`src/rtl/key_evt_pkg.sv`:
```
// key_evt_pkg: shared output-state encoding and index-width helper for key_event_arbiter.
`default_nettype none

package key_evt_pkg;

  typedef enum logic {
    EMPTY = 1'b0,
    FULL  = 1'b1
  } state_t;

  function automatic int key_idx_w(input int n);
    int w;
    w = $clog2(n);
    return (w < 1) ? 1 : w;
  endfunction

endpackage

`default_nettype wire

```
`src/rtl/key_event_arbiter_if.sv`:
```
// key_event_arbiter_if: key strobe inputs and event valid/ready output bundle.
`default_nettype none

interface key_event_arbiter_if #(
  parameter int KEY_NUM = 4
);
  localparam int KEY_IDX_W = key_evt_pkg::key_idx_w(KEY_NUM);

  logic [KEY_NUM-1:0]   key_stb_i;
  logic                 evt_valid_o;
  logic [KEY_IDX_W-1:0] evt_key_o;
  logic                 evt_ready_i;
  logic                 overrun_o;

  // slave: the arbiter; master: key source plus event consumer
  modport slave (
    input  key_stb_i,
    input  evt_ready_i,
    output evt_valid_o,
    output evt_key_o,
    output overrun_o
  );

  modport master (
    output key_stb_i,
    output evt_ready_i,
    input  evt_valid_o,
    input  evt_key_o,
    input  overrun_o
  );
endinterface

`default_nettype wire

```
`src/rtl/key_event_arbiter_rr_arbiter.sv`:
```
// rr_arbiter: combinational round-robin pick, searching upward from last_grant+1 with wrap.
`default_nettype none

module rr_arbiter
  import key_evt_pkg::*;
#(
  parameter int KEY_NUM = 4,
  localparam int IDX_W  = key_idx_w(KEY_NUM)
) (
  input  wire logic [KEY_NUM-1:0] i_req,
  input  wire logic [IDX_W-1:0]   i_last_grant,
  output logic                    o_grant_valid,
  output logic [IDX_W-1:0]        o_grant_idx
);

  int w_cand;

  // Walk candidates furthest-first so the nearest requester after last_grant wins.
  always_comb begin
    o_grant_valid = 1'b0;
    o_grant_idx   = '0;
    w_cand        = 0;
    for (int i = KEY_NUM; i >= 1; i--) begin
      w_cand = (int'(i_last_grant) + i) % KEY_NUM;
      if (i_req[IDX_W'(w_cand)]) begin
        o_grant_valid = 1'b1;
        o_grant_idx   = IDX_W'(w_cand);
      end
    end
  end

endmodule

`default_nettype wire

```
`src/rtl/key_event_arbiter.sv`:
```
// key_event_arbiter: records key strobes as pending presses and emits them one at a time over valid/ready.
// Optional macro KEY_EVT_OVR_CNT_EN adds the saturating overrun counter output ovr_cnt_o.
`default_nettype none

module key_event_arbiter
  import key_evt_pkg::*;
#(
  parameter int KEY_NUM   = 4,
  parameter int OVR_CNT_W = 8
) (
  input  wire logic              clk_i,
  input  wire logic              rst_ni,
  key_event_arbiter_if.slave     bus
`ifdef KEY_EVT_OVR_CNT_EN
  ,
  output logic [OVR_CNT_W-1:0]   ovr_cnt_o
`endif
);

  localparam int KEY_IDX_W = key_idx_w(KEY_NUM);

  state_t               r_state;
  state_t               w_state_nxt;
  logic [KEY_NUM-1:0]   r_pend;
  logic [KEY_IDX_W-1:0] r_last;
  logic [KEY_IDX_W-1:0] r_key;
  logic                 r_ovr;

  logic                 w_load;
  logic                 w_arb_valid;
  logic [KEY_IDX_W-1:0] w_arb_idx;
  logic                 w_grant;
  logic [KEY_NUM-1:0]   w_clr;
  logic                 w_ovr;

  rr_arbiter #(
    .KEY_NUM (KEY_NUM)
  ) u_rr (
    .i_req         (r_pend),
    .i_last_grant  (r_last),
    .o_grant_valid (w_arb_valid),
    .o_grant_idx   (w_arb_idx)
  );

  assign w_load  = (r_state == EMPTY) || bus.evt_ready_i;
  assign w_grant = w_load && w_arb_valid;
  assign w_clr   = w_grant ? (KEY_NUM'(1) << w_arb_idx) : '0;
  // A strobe on the key being granted this edge simply re-arms it; only a truly held bit overruns.
  assign w_ovr   = |(bus.key_stb_i & r_pend & ~w_clr);

  always_comb begin
    w_state_nxt = r_state;
    case (r_state)
      EMPTY:   if (w_grant) w_state_nxt = FULL;
      FULL:    if (bus.evt_ready_i && !w_grant) w_state_nxt = EMPTY;
      default: w_state_nxt = EMPTY;
    endcase
  end

  always_ff @(posedge clk_i) begin
    if (!rst_ni) begin
      r_state <= EMPTY;
      r_pend  <= '0;
      r_last  <= KEY_IDX_W'(KEY_NUM - 1);
      r_key   <= '0;
      r_ovr   <= 1'b0;
    end else begin
      r_state <= w_state_nxt;
      r_pend  <= (r_pend & ~w_clr) | bus.key_stb_i;
      r_ovr   <= w_ovr;
      if (w_grant) begin
        r_key  <= w_arb_idx;
        r_last <= w_arb_idx;
      end
    end
  end

  assign bus.evt_valid_o = (r_state == FULL);
  assign bus.evt_key_o   = r_key;
  assign bus.overrun_o   = r_ovr;

`ifdef KEY_EVT_OVR_CNT_EN
  logic [OVR_CNT_W-1:0] r_ovr_cnt;

  always_ff @(posedge clk_i) begin
    if (!rst_ni) begin
      r_ovr_cnt <= '0;
    end else if (w_ovr && (r_ovr_cnt != {OVR_CNT_W{1'b1}})) begin
      r_ovr_cnt <= r_ovr_cnt + 1'b1;
    end
  end

  assign ovr_cnt_o = r_ovr_cnt;
`endif

endmodule

`default_nettype wire

```
`src/flat_wrapper.sv`:
```
// flat-port wrapper written by rule: the top's interface ports become plain ports
module key_event_arbiter_flat import key_evt_pkg::*;
#(
  parameter int KEY_NUM   = 4,
  parameter int OVR_CNT_W = 8
)
  (clk_i, rst_ni, bus_key_stb_i, bus_evt_ready_i, bus_evt_valid_o, bus_evt_key_o, bus_overrun_o);
  key_event_arbiter_if #(.KEY_NUM(KEY_NUM)) bus_i ();
  input  wire logic clk_i;
  input  wire logic rst_ni;
  input wire logic [$bits(bus_i.key_stb_i)-1:0] bus_key_stb_i;
  input wire logic [$bits(bus_i.evt_ready_i)-1:0] bus_evt_ready_i;
  output wire logic [$bits(bus_i.evt_valid_o)-1:0] bus_evt_valid_o;
  output wire logic [$bits(bus_i.evt_key_o)-1:0] bus_evt_key_o;
  output wire logic [$bits(bus_i.overrun_o)-1:0] bus_overrun_o;
  assign bus_i.key_stb_i = bus_key_stb_i;
  assign bus_i.evt_ready_i = bus_evt_ready_i;
  assign bus_evt_valid_o = bus_i.evt_valid_o;
  assign bus_evt_key_o = bus_i.evt_key_o;
  assign bus_overrun_o = bus_i.overrun_o;
  key_event_arbiter #(.KEY_NUM(KEY_NUM), .OVR_CNT_W(OVR_CNT_W)) u_core (.clk_i(clk_i), .rst_ni(rst_ni), .bus(bus_i));
endmodule
```
`config.mk`:
```
export PLATFORM = sky130hd
export DESIGN_NAME = key_event_arbiter_flat
export DESIGN_NICKNAME = d
export VERILOG_FILES = /design/src/rtl/key_evt_pkg.sv /design/src/rtl/key_event_arbiter_if.sv /design/src/rtl/key_event_arbiter_rr_arbiter.sv /design/src/rtl/key_event_arbiter.sv /design/src/flat_wrapper.sv
export SDC_FILE = /design/constraint.sdc
export NUM_CORES = 1
export LEC_CHECK = 0
export ABC_AREA = 1
export CORE_MARGIN = 1.5
export CORE_UTILIZATION = 35
export DETAILED_ROUTE_END_ITERATION = 10
export GPL_ROUTABILITY_DRIVEN = 0
export SYNTH_ARGS = -nofsm -noshare
export SYNTH_HDL_FRONTEND = slang
export SYNTH_SLANG_ARGS = --single-unit
```
`constraint.sdc`:
```
create_clock -name clk_i -period 1.5 [get_ports clk_i]
set_input_delay 0.3 -clock clk_i [delete_from_list [all_inputs] [get_ports clk_i]]
set_output_delay 0.3 -clock clk_i [all_outputs]
set_load 0.02 [all_outputs]
```
# ---- After elaboration in Yosys (flattened, before gate mapping)
# Cells that the tools add are included.
dict set report op_classes {
  n_bitwise 6
  n_shift 1
  n_mux 24
  reduce_logical 5
  add_sub_neg 4
  n_lt_le_gt_ge 4
}
# cell n
set op_table {}
lappend op_table {{$lt A2 B4 Y1 const B} 4}
lappend op_table {{$mux W1} 14}
lappend op_table {{$and A4 B4 Y4} 3}
lappend op_table {{$bmux W1 S2} 4}
lappend op_table {{$mux W2} 4}
lappend op_table {{$add A2 B1 Y2 const B} 2}
lappend op_table {{$add A2 B2 Y2 const B} 2}
lappend op_table {{$mux W4} 1}
lappend op_table {{$not A4 Y4} 1}
lappend op_table {{$or A4 B4 Y4} 1}
lappend op_table {{$reduce_or A4 Y1} 1}
lappend op_table {{$shl A1 B2 Y4 const A} 1}
lappend op_table {{$logic_and A1 B1 Y1} 2}
lappend op_table {{$pmux W1 S2} 1}
lappend op_table {{$logic_not A1 Y1} 1}
lappend op_table {{$logic_or A1 B1 Y1} 1}
lappend op_table {{$not A1 Y1} 1}
dict set report totals {
  out_inout_bits 4
  wordCells 49
  in_bits 7
  ff_bits 10
}

# ---- Logic depth before layout (Yosys ltp)
dict set report logic_depth {
  word_depth 13
  mapped_depth 16
  depth_no_buf 15
}

# ---- By module
# From an unflattened synthesis, not the netlist that was laid out.
dict set report hier_totals {
  hier_cells 113
  hier_area_um2 663.1
}
# mod seq_area_each_um2 n_inst cells_per_inst area_per_inst_um2
set modules_own_cells {}
lappend modules_own_cells {key_event_arbiter 200.2 1 62 416.6}
lappend modules_own_cells {rr_arbiter 0.0 1 51 246.5}

# ---- Worst setup path after synthesis
# OpenSTA, ideal clock, no wires.
dict set report synth_timing {
  path_type {register -> register}
  start {register u_core.r_last[0]}
  end {register u_core.r_ovr, in the netlist u_core.bus.overrun_o}
  path_stages_with_launch 14
  arrival_ps 1361
  setup_slack_ps 21
  period_less_slack_ps 1479
  setup_time_ps 119
  n_path_buf 1
  path_cell_list {dfxtp_1 buf_6 inv_6 nand2_1 nand2_2 nand2_2 nand3_2 nand3_1 a21oi_2 nand3_2 nand2_1 nand2_1 nor2_1 nor2_1}
}
dict set report synth_between {
  elab_chain_cells 13
}
# element line
set synth_lines {}
lappend synth_lines {{from (decl)} key_event_arbiter.sv:25} ;# logic [KEY_IDX_W-1:0] r_last;
lappend synth_lines {{from (signal assigned)} key_event_arbiter.sv:64} ;# r_last <= KEY_IDX_W'(KEY_NUM - 1);
lappend synth_lines {{from (signal assigned)} key_event_arbiter.sv:73} ;# r_last <= w_arb_idx;
lappend synth_lines {{$add A2 B1 Y2} key_event_arbiter_rr_arbiter.sv:24} ;# w_cand = (int'(i_last_grant) + i) % KEY_NUM;
lappend synth_lines {{$bmux W1 S2} key_event_arbiter_rr_arbiter.sv:25} ;# if (i_req[IDX_W'(w_cand)]) begin
lappend synth_lines {{$mux W1 (not written as such) (2 in series)} key_event_arbiter_rr_arbiter.sv:25}
lappend synth_lines {{$mux W2 / $mux W1 (equally long branches) (4 in series)} key_event_arbiter_rr_arbiter.sv:25}
lappend synth_lines {{$shl A1 B2 Y4 / $logic_and A1 B1 Y1 (equally long branches)} {key_event_arbiter.sv:47, key_event_arbiter.sv:46}}
lappend synth_lines {{$mux W4 *} key_event_arbiter.sv:47} ;# assign w_clr = w_grant ? (KEY_NUM'(1) << w_arb_idx) : '0;
lappend synth_lines {{$not A4 Y4 *} key_event_arbiter.sv:49} ;# assign w_ovr = |(bus.key_stb_i & r_pend & ~w_clr);
lappend synth_lines {{$and A4 B4 Y4 *} key_event_arbiter.sv:49}
lappend synth_lines {{$reduce_or A4 Y1 *} key_event_arbiter.sv:49}
lappend synth_lines {{to (signal assigned)} key_event_arbiter.sv:70} ;# r_ovr <= w_ovr;
lappend synth_lines {{to (decl)} key_event_arbiter.sv:27} ;# logic r_ovr;
# Mark *: on every way between the ends. The rest lies on a longest branch, timed or not. The select of a mux whose other input is x is not followed.
# A chain may end at the register's enable or synchronous reset.

# ---- Worst setup path after layout
# Same ends and word-level chain as after synthesis.

==> flow_metrics.tcl <==
set metrics [dict create \
    status "finished, violations left" \
    violations "setup timing" \
    drcViolationCount 0 \
    cp-start-kind "flip-flop" \
    numPlacedInstances 157 \
    worst_slack_ns -0.197 \
    clockBufferDepth 2 \
    layout.nets 149 \
    min_path_type "reg2reg" \
    fin_worst_skew_ns 0.00790 \
    path_delay_family "simple AND/OR/NAND/NOR gates" \
    seqPwrFrac 0.138 \
    synth-seq-cells 10 \
    peakVddDrop_mv 1.49 \
    grt_pass1_wl_mm 3.24 \
    die_height_um 46.6 \
    die_w_um 46.6 \
    cts_made_buffers 3 \
    num_vias 768 \
    pwr-share-comb 0.785 \
    switching_share 0.493 \
    crit_fanout 6 \
    fin_crit_sh 1.13 \
    clock.fmax_mhz 589 \
    fp-row-count 15 \
    period_needed_ns 1.70 \
    avgSynthCellArea_sq_um 6.16 \
    syn_inst 108 \
    drt_wl_total_mm 2.14 \
    cpPeakStageDelay_ns 0.35 \
    grt_pass1_vias 740 \
    grt-ovfl-total 0 \
    hpwl_mm 1.21 \
    rsz0062_at_grt "true" \
    hold_violations 0 \
    cp.arrival_ns 1.86 \
    post_drt_via_cell_ratio 4.63 \
    finalSetupViolCount 10 \
    cts_tree "done" \
    final_cell_count_no_fill 166 \
    synth_seq_area_share 0.301 \
    p_int_uw 1600 \
    slew_viol_final 0 \
    p_leak_uw 0.000667 \
    drt_iter0_drc 6 \
    core_sq_um 1760 \
    critPathKind "reg2reg" \
    grt_max_degree 8 \
    path_common_cell "nand2_4" \
    wl_per_cell_um 12.9 \
    root_buffer "clkbuf_4" \
    placed_area_sq_um 898 \
    crit_path_cell_trace "buf_6, inv_8, nand2_4, nand2_4, nand2_4, nand2_4, nor2_1, nand2_2, nand2_4, nand3_2, nand2_1, nand2_1, nor2_1, nor2_1" \
    path_buf_inv 2 \
    p_per_area_nw_per_um2 2460 \
    io_buffer_count 10 \
    p_switching_uw 1550 \
    stdcell_area_sq_um 1280 \
    crit_slowest_cell "dfxtp_2" \
    synthesis.area_sq_um 666 \
    antenna_found_initial 0 \
    ys_warn_count 0 \
    final_layout_size_suffix_gt1_frac 0.567 \
    slew_headroom 0.782 \
    clk_latency_ns 0.27 \
    cts_sinks 10 \
    htreeDepth 1 \
    hold_buffers 0 \
    n_fill_cell 137 \
    final_common_cell "nand2_1" \
    utilization 0.726 \
    ant_nets 0 \
    path_clk_slew_ns 0.07 \
    start_util 0.377 \
    required_ns 1.66 \
    grt_use_total 0.214 \
    die-area_sq_um 2170 \
    synth_cell_type_count 17 \
    n_antenna_cell 0 \
    layout_common_cells "18 x nand2_1, 15 x nand2_4, 14 x nand2_2, 14 x buf_4, 13 x inv_1" \
    syn_nets 115 \
    clockPowerShare 0.077 \
    io_pins 11 \
    syn2layout_area_growth_pct 92.3 \
    end_kind "flip-flop" \
    dr.pass1.iters 3 \
    max_cap_viol_count 0 \
    max_slew.worst_pin.slew_ns 0.326 \
]
cell type report:
| cell class | instances | area (sq um) | area share |
|---|---|---|---|
| repair buffers | 30 | 280 | 0.219 |
| multi-input cells | 81 | 654 | 0.511 |
| well taps | 25 | 31.3 | 0.0244 |
| flip-flops and latches | 10 | 208 | 0.162 |
| inverters | 16 | 70.1 | 0.0547 |
| clock buffers | 4 | 36.3 | 0.0283 |
routing by layer:
metal  GRT usage  vias to the layer above  routed length (um)
met4      0.0944                        0                  21
met3      0.0314                        4                  39
met5           0                        -                   0
li1            -                      400                   -
met1       0.247                      356                 879
met2       0.383                        8                1210
power groups by stage:
stage	logic, uW	clock network (uW)	registers (uW)
final	2470	243	434
after global placement	1430	0	393
after floorplan	895	0	430
after detailed placement	1430	0	394
after CTS	2170	245	420
after global routing	2660	257	444
Yosys cell counts:
cell / instances / area, sq um
inv_6: 1 / 8.76
a21oi_1: 7 / 35.0
nand2_2: 7 / 43.8
nand3_2: 2 / 20.0
o211ai_1: 2 / 15.0
nor2_1: 10 / 37.5
o21bai_2: 1 / 11.3
o31ai_1: 1 / 7.51
buf_6: 1 / 11.3
dfxtp_1: 10 / 200
nand2_1: 40 / 150
o21ai_1: 1 / 5.00
nand3_1: 6 / 30.0
nand4_2: 1 / 12.5
a21oi_2: 1 / 8.76
nor2_2: 2 / 12.5
inv_1: 15 / 56.3
through the flow:
step | hold WS [ns] | worst slack, ns | TNS (ns) | power (uW)
3_5_place_dp | 0.463 | -0.152 | -0.490 | 1820
5_1_grt | 0.487 | -0.301 | -1.73 | 3360
4_1_cts | 0.470 | -0.128 | -0.387 | 2840
3_3_place_gp | 0.456 | -0.153 | -0.451 | 1830
2_1_floorplan | 0.399 | 0.0207 | 0 | 1320
6_report | 0.466 | -0.197 | -0.871 | 3140
worst reg2reg max path: cells and delay by family (launching register included):
family / cells / cell delay (ns)
buf+inv: 2 / 0.17
simple gates: 12 / 1.06
flops: 1 / 0.35
worst paths after layout:
| kind | start | to | cells after the start | slack, ns |
|---|---|---|---|---|
| max | u_core.r_last[0]$_SDFFE_PN1P_ | u_core.bus.overrun_o$_SDFF_PN0_ | 14 | -0.20 |
| min | u_core.bus.evt_key_o[0]$_SDFFE_PN0P_ | u_core.bus.evt_key_o[0]$_SDFFE_PN0P_ | 2 | 0.47 |
| max reg2reg | u_core.r_last[0]$_SDFFE_PN1P_ | u_core.bus.overrun_o$_SDFF_PN0_ | 14 | -0.20 |
| min reg2reg | u_core.bus.evt_key_o[0]$_SDFFE_PN0P_ | u_core.bus.evt_key_o[0]$_SDFFE_PN0P_ | 2 | 0.47 |
cells by family (layout without fill, tap and decap cells):
family	count (synthesis)	after routing	synth area share
buffers and inverters	17	50	0.115
flip-flops	10	10	0.301
AO/OA/AOI/OAI	13	13	0.124
AND/OR/NAND/NOR	68	68	0.461
flip-flops by register name, summed over array words and instances (netlist names):
signal                  count
u_core.r_pend               4
u_core.bus.evt_key_o        2
u_core.r_last               2
u_core.bus.evt_valid_o      1
u_core.bus.overrun_o        1
repair_timing:
item,CTS,global route
buffers inserted,4,1
resized for setup,62,19
pin swaps,13,10
hold endpoints to repair,0,0
setup endpoints to repair,9,12
Note: power is estimated with default switching activity, not from simulation.
